--- config.mk ---
export PLATFORM = sky130hd
export DESIGN_NAME = spark_pwm_responder
export DESIGN_NICKNAME = d
export VERILOG_FILES = /design/src/rtl/spark_pwm_responder.sv
export SDC_FILE = /design/constraint.sdc
export NUM_CORES = 1
export LEC_CHECK = 0
export BUFFER_PORTS_ARGS = -buffer_cell sky130_fd_sc_hd__buf_4
export CORE_MARGIN = 2
export CORE_UTILIZATION = 40
export CTS_BUF_LIST = sky130_fd_sc_hd__clkbuf_8
export CTS_CLUSTER_SIZE = 40
export DETAILED_ROUTE_END_ITERATION = 10
export MAX_ROUTING_LAYER = met4
export PLACE_DENSITY = 0.55
export SLEW_MARGIN = 20
export SYNTH_ARGS = -nofsm -noshare
export SYNTH_HDL_FRONTEND = slang
export SYNTH_SLANG_ARGS = --single-unit
--- constraint.sdc ---
create_clock -name clock -period 6.45 [get_ports clock]
set_input_delay 1.29 -clock clock [delete_from_list [all_inputs] [get_ports clock]]
set_output_delay 1.29 -clock clock [all_outputs]
set_load 0.01 [all_outputs]
--- src/rtl/spark_pwm_responder.sv ---
// Servo-style PWM generator for the Spark motor controller with a
// request/acknowledge handshake toward the PID block.
//
// Ports:
//   clock, reset   : main clock; synchronous active-high reset
//   pwm_enable     : 1 = generate frames, 0 = output held low
//   pwm_update     : one-cycle request to take pwm_ratio/pwm_direction
//   pwm_ratio      : command magnitude 0..255
//   pwm_direction  : 1 = forward (above neutral), 0 = reverse
//   pwm_done       : one-cycle acknowledge, requested value now active
//   pwm_pending    : request latched, waiting for the frame boundary
//   pwm_signal     : registered pulse train to the motor controller
module spark_pwm_responder #(
  parameter int CLKS_PER_US = 50,
  parameter int PERIOD_US   = 20000,
  parameter int NEUTRAL_US  = 1500,
  parameter int SPAN_US     = 500
) (
  input  logic       clock,
  input  logic       reset,
  input  logic       pwm_enable,
  input  logic       pwm_update,
  input  logic [7:0] pwm_ratio,
  input  logic       pwm_direction,
  output logic       pwm_done,
  output logic       pwm_pending,
  output logic       pwm_signal
);

  localparam int PW = (CLKS_PER_US > 1) ? $clog2(CLKS_PER_US) : 1;
  localparam int UW = (PERIOD_US > 1) ? $clog2(PERIOD_US) : 1;
  localparam int HW = $clog2(NEUTRAL_US + SPAN_US + 1);

  localparam logic [PW-1:0] PRE_LAST = PW'(CLKS_PER_US - 1);
  localparam logic [UW-1:0] US_LAST  = UW'(PERIOD_US - 1);

  typedef enum logic {
    IDLE = 1'b0,
    RUN  = 1'b1
  } state_t;

  state_t        state;
  logic [PW-1:0] prescaler;
  logic [UW-1:0] us_count;
  logic [7:0]    active_ratio;
  logic          active_dir;
  logic [7:0]    pend_ratio;
  logic          pend_dir;

  logic [31:0]   prod;
  logic [31:0]   offset_us;
  logic [31:0]   high_full;
  logic [HW-1:0] high_us;
  logic          pre_wrap;
  logic          frame_end;
  logic          below_high;

  // Pulse width is derived from the active command only, so a latched
  // but not yet applied request never disturbs the frame in progress.
  always_comb begin
    prod      = {24'd0, active_ratio} * 32'(SPAN_US);
    offset_us = prod >> 8;
    high_full = 32'(NEUTRAL_US);
    if (active_dir) begin
      high_full = 32'(NEUTRAL_US) + offset_us;
    end else begin
      high_full = 32'(NEUTRAL_US) - offset_us;
    end
    high_us    = HW'(high_full);
    pre_wrap   = (prescaler == PRE_LAST);
    frame_end  = pre_wrap && (us_count == US_LAST);
    below_high = (32'(us_count) < 32'(high_us));
  end

  always_ff @(posedge clock) begin
    if (reset) begin
      state        <= IDLE;
      prescaler    <= '0;
      us_count     <= '0;
      active_ratio <= '0;
      active_dir   <= 1'b0;
      pend_ratio   <= '0;
      pend_dir     <= 1'b0;
      pwm_done     <= 1'b0;
      pwm_pending  <= 1'b0;
      pwm_signal   <= 1'b0;
    end else begin
      pwm_done <= 1'b0;
      unique case (state)
        IDLE: begin
          prescaler  <= '0;
          us_count   <= '0;
          pwm_signal <= 1'b0;
          // While disabled there is no frame to wait for, so a request
          // is applied at once to keep the PID side from stalling.
          if (pwm_update) begin
            active_ratio <= pwm_ratio;
            active_dir   <= pwm_direction;
            pwm_done     <= 1'b1;
          end
          if (pwm_enable) begin
            state <= RUN;
          end
        end
        RUN: begin
          if (!pwm_enable) begin
            // Abandon the partial frame; flush any waiting request so
            // the acknowledge lands on the first idle cycle.
            state       <= IDLE;
            prescaler   <= '0;
            us_count    <= '0;
            pwm_signal  <= 1'b0;
            pwm_pending <= 1'b0;
            if (pwm_update) begin
              active_ratio <= pwm_ratio;
              active_dir   <= pwm_direction;
              pwm_done     <= 1'b1;
            end else if (pwm_pending) begin
              active_ratio <= pend_ratio;
              active_dir   <= pend_dir;
              pwm_done     <= 1'b1;
            end
          end else begin
            pwm_signal <= below_high;
            if (pre_wrap) begin
              prescaler <= '0;
              if (us_count == US_LAST) begin
                us_count <= '0;
              end else begin
                us_count <= us_count + UW'(1);
              end
            end else begin
              prescaler <= prescaler + PW'(1);
            end
            if (frame_end) begin
              // A request arriving on the boundary itself bypasses
              // the pending registers.
              pwm_pending <= 1'b0;
              if (pwm_update) begin
                active_ratio <= pwm_ratio;
                active_dir   <= pwm_direction;
                pwm_done     <= 1'b1;
              end else if (pwm_pending) begin
                active_ratio <= pend_ratio;
                active_dir   <= pend_dir;
                pwm_done     <= 1'b1;
              end
            end else if (pwm_update) begin
              pend_ratio  <= pwm_ratio;
              pend_dir    <= pwm_direction;
              pwm_pending <= 1'b1;
            end
          end
        end
        default: state <= IDLE;
      endcase
    end
  end

endmodule

==> out/summary.txt <==
grt met1 use = 22.6%
clk slew on worst S/H paths = 0.09 ns
Synth Flop Type = dfxtp_1
Total Power = 1.43 mW
grt met2 use = 25.7%
Worst Hold Class = reg2reg
Startpoint Class = flip-flop
area grow syn2layout = 7.03%
Worst Skew = 0.00952 ns
clock buffer depth = 2
DP Area = 0.00395 mm^2
Leak = 1.81 nW
antenna violations before repair = 0
Seq/Total Area, Yosys = 22.8%
GRT Util Overall = 16.4%
CTS tree = yes
syn_area_per_cell = 8.78 um^2
Detailed Route Iter0 Violations = 60
clock latency on the worst-skew pair = 0.30 ns
RSZ-0062 raised after global routing = no
YS warnings = 0
post-CTS setup buffer count = 0
Final GP Congestion = 0.857
H-Tree Depth = 2
Syn Nets = 516
number of global-route vias before repair = 2876
Power Density = 355 mW/mm^2
r2r setup slk = 0.71 ns
Max Freq = 174 MHz
Starting Density = 41.0%
worst r2r src = active_ratio[2]
DP Wirelength = 5920 um
setup TNS = 0 ns
busiest grt layer = met2
Max-Cap Viols = 0
I/O Pins = 16
Fillers = 968
max_slew headroom = 45.6%
Post-Syn Area = 0.00377 mm^2
Setup crit end kind = flip-flop
grt total ovfl = 0
Via density = 5.27
Mapped Cells = 430
Worst Hold End = pend_ratio[6]
number of port buffers = 15
CTS Buf Count = 5
DR WL/cell = 13.6 um
Tmin final = 5.74 ns
Final Setup Violations = 0
Via Count = 2891
chip width = 101 um
clock sink count = 43
Rows = 35
Worst Reg-to-Reg Cells = 22
Final Cell Area = 0.00404 mm^2
Nets = 523
Multi-input gate area = 0.00269 mm^2
peak supply drop = 0.143 mV
fin worst setup slack = 0.714 ns
Reg area = 861 um^2
worst hold start = pend_ratio[6]
Synth cell types = 57
layout cells sized above 1 = 8.22%
# resized after CTS = 0
Fin. Hold Viols = 0
Post-synth ARST share = 0%
Post-synth EDFFs = 0
hold slack final = 0.457 ns
Post-route DRC = 0
Slew Limit Fails = 0
Worst R2R End = pwm_signal
met3 Resource Use GR = 1.86%
Data arrival, critical path = 5.94 ns
WHS Path Cells = 2
kind of critical path = reg2reg
Worst EP required = 6.65 ns
ant diodes = 0
wire length of the first global-routing pass = 13200 um
period utilization = 88.9%
pin count of the biggest net entering global routing = 30
Die H = 101 um
DRT Pass-1 Iters = 4
post-route ant nets = 0
CTS Hold Buffers Added = 0
Max FO, Critical Path = 7
Die Area = 0.0102 mm^2
core area = 0.00920 mm^2
Routed WL = 7460 um
root buf cell = clkbuf_8
outcome = finished clean
measured slew at the worst slew-check pin = 0.813 ns
#FFs+latches synth = 43
pre-CTS setup slack = 0.730 ns
[placed cells by master (no fill, tap or decap), types with 2 or more instances in the layout]
cell type,synthesis,layout
a21o_1,3,3
nor2_1,41,41
or2_2,2,2
dfxtp_1,43,43
ha_1,53,53
a211o_1,2,2
o21a_1,3,3
nand4_1,5,5
nor3_1,11,11
nor4_1,4,4
and3_2,2,2
xor2_1,22,22
o211ai_1,3,3
xnor2_1,12,12
clkinvlp_4,0,2
nand2b_1,2,2
o2111ai_1,2,2
mux2i_1,11,11
buf_4,1,15
o22ai_1,2,2
a21oi_1,29,29
o21ai_0,4,4
nand2_1,33,33
a211oi_1,14,14
nand3_1,22,22
and3_1,4,4
inv_1,38,38
fa_1,20,20
clkbuf_8,0,5
or3_1,3,3
nand3b_1,2,2
[state kept, by name (all words and copies together) (netlist names)]
register / cells
prescaler: 6
state: 1
pwm_pending: 1
active_dir: 1
pend_ratio: 8
active_ratio: 8
pwm_done: 1
pwm_signal: 1
us_count: 15
pend_dir: 1
[metal layers]
metal / wire, um / vias to the layer above
li1: - / 1508
met1: 3900 / 1355
met2: 3430 / 26
met3: 88 / 2
met4: 38 / 0
met5: 0 / -
[synthesized netlist by cell type (all sizes together), types with 2 or more instances]
| cell type | n | area [um^2] |
|---|---|---|
| clkbuf | 7 | 26.3 |
| a211o | 2 | 17.5 |
| or3 | 3 | 18.8 |
| and3 | 6 | 40.0 |
| a21o | 3 | 22.5 |
| inv | 38 | 143 |
| buf | 7 | 41.3 |
| nand4 | 6 | 43.8 |
| a211oi | 14 | 105 |
| o2111ai | 2 | 17.5 |
| ha | 53 | 663 |
| mux2i | 11 | 110 |
| fa | 20 | 400 |
| o21a | 3 | 22.5 |
| o21ai | 6 | 33.8 |
| o22ai | 2 | 12.5 |
| nand2 | 33 | 124 |
| xnor2 | 13 | 133 |
| nor2 | 42 | 160 |
| nand3 | 22 | 110 |
| nor3 | 11 | 55.1 |
| nand3b | 2 | 15.0 |
| a311oi | 2 | 23.8 |
| dfxtp | 43 | 861 |
| or2 | 2 | 12.5 |
| xor2 | 22 | 193 |
| nor4 | 4 | 25.0 |
| nand2b | 2 | 12.5 |
| o211ai | 3 | 22.5 |
| a21oi | 29 | 145 |
[stage by stage]
stage                     std cells  util, %
after global placement          541     42.9
after CTS                       549     43.9
after detailed placement        541     42.9
final                           549     43.9
after floorplan                 430        -
after global routing            549     43.9
[worst max path at each step]
stage | from | to | slack [ns] | depth (start not counted)
after floorplan | active_ratio[2] | pwm_signal | 1.35 | 22
after global placement | active_ratio[2] | pwm_signal | 0.81 | 22
after detailed placement | active_ratio[2] | pwm_signal | 0.73 | 22
after CTS | active_ratio[2] | pwm_signal | 0.70 | 22
after global routing | active_ratio[2] | pwm_signal | 0.23 | 22
final | active_ratio[2] | pwm_signal | 0.71 | 22
[report_power, final]
| group | switching, mW | leakage, nW | internal [mW] |
|---|---|---|---|
| logic | 0.539 | 1.42 | 0.430 |
| registers | 0.0128 | 0.350 | 0.272 |
| clock network | 0.101 | 0.0408 | 0.0775 |
[cells by family (layout without fill, tap and decap cells)]
group | Yosys count | in the layout | share of synthesized area, %
fa+ha+maj | 73 | 73 | 28.2
xor+xnor | 35 | 35 | 8.62
mux | 11 | 11 | 2.92
compound gates | 75 | 75 | 13.7
flops | 43 | 43 | 22.8
simple gates | 140 | 140 | 17.9
buf+inv | 53 | 61 | 5.87
[critical path, stage by stage (launching register included)]
cell and delay (ns):
dfxtp_1 0.54, fa_1 0.53, xor2_1 0.17, ha_1 0.29, fa_1 0.50, inv_1 0.06, fa_1 0.50, inv_1 0.04
ha_1 0.33, nor2_1 0.08, a211oi_1 0.41, a21oi_1 0.21, xnor2_1 0.37, inv_1 0.09, ha_1 0.21, a21boi_0 0.25
a21oi_1 0.08, a2bb2oi_1 0.15, xnor2_1 0.13, ha_1 0.30, a21oi_1 0.13, o211ai_1 0.09, nor4_1 0.17
[area by class of cell]
class	count	share of cell area (%)
Multi-Input combinational cell	334	66.6
Sequential cell	43	21.3
Tap cell	111	3.44
Inverter	38	3.53
Timing Repair Buffer	15	2.79
Clock inverter	3	0.589
Clock buffer	5	1.70
Power figures use the tool's default switching activity.
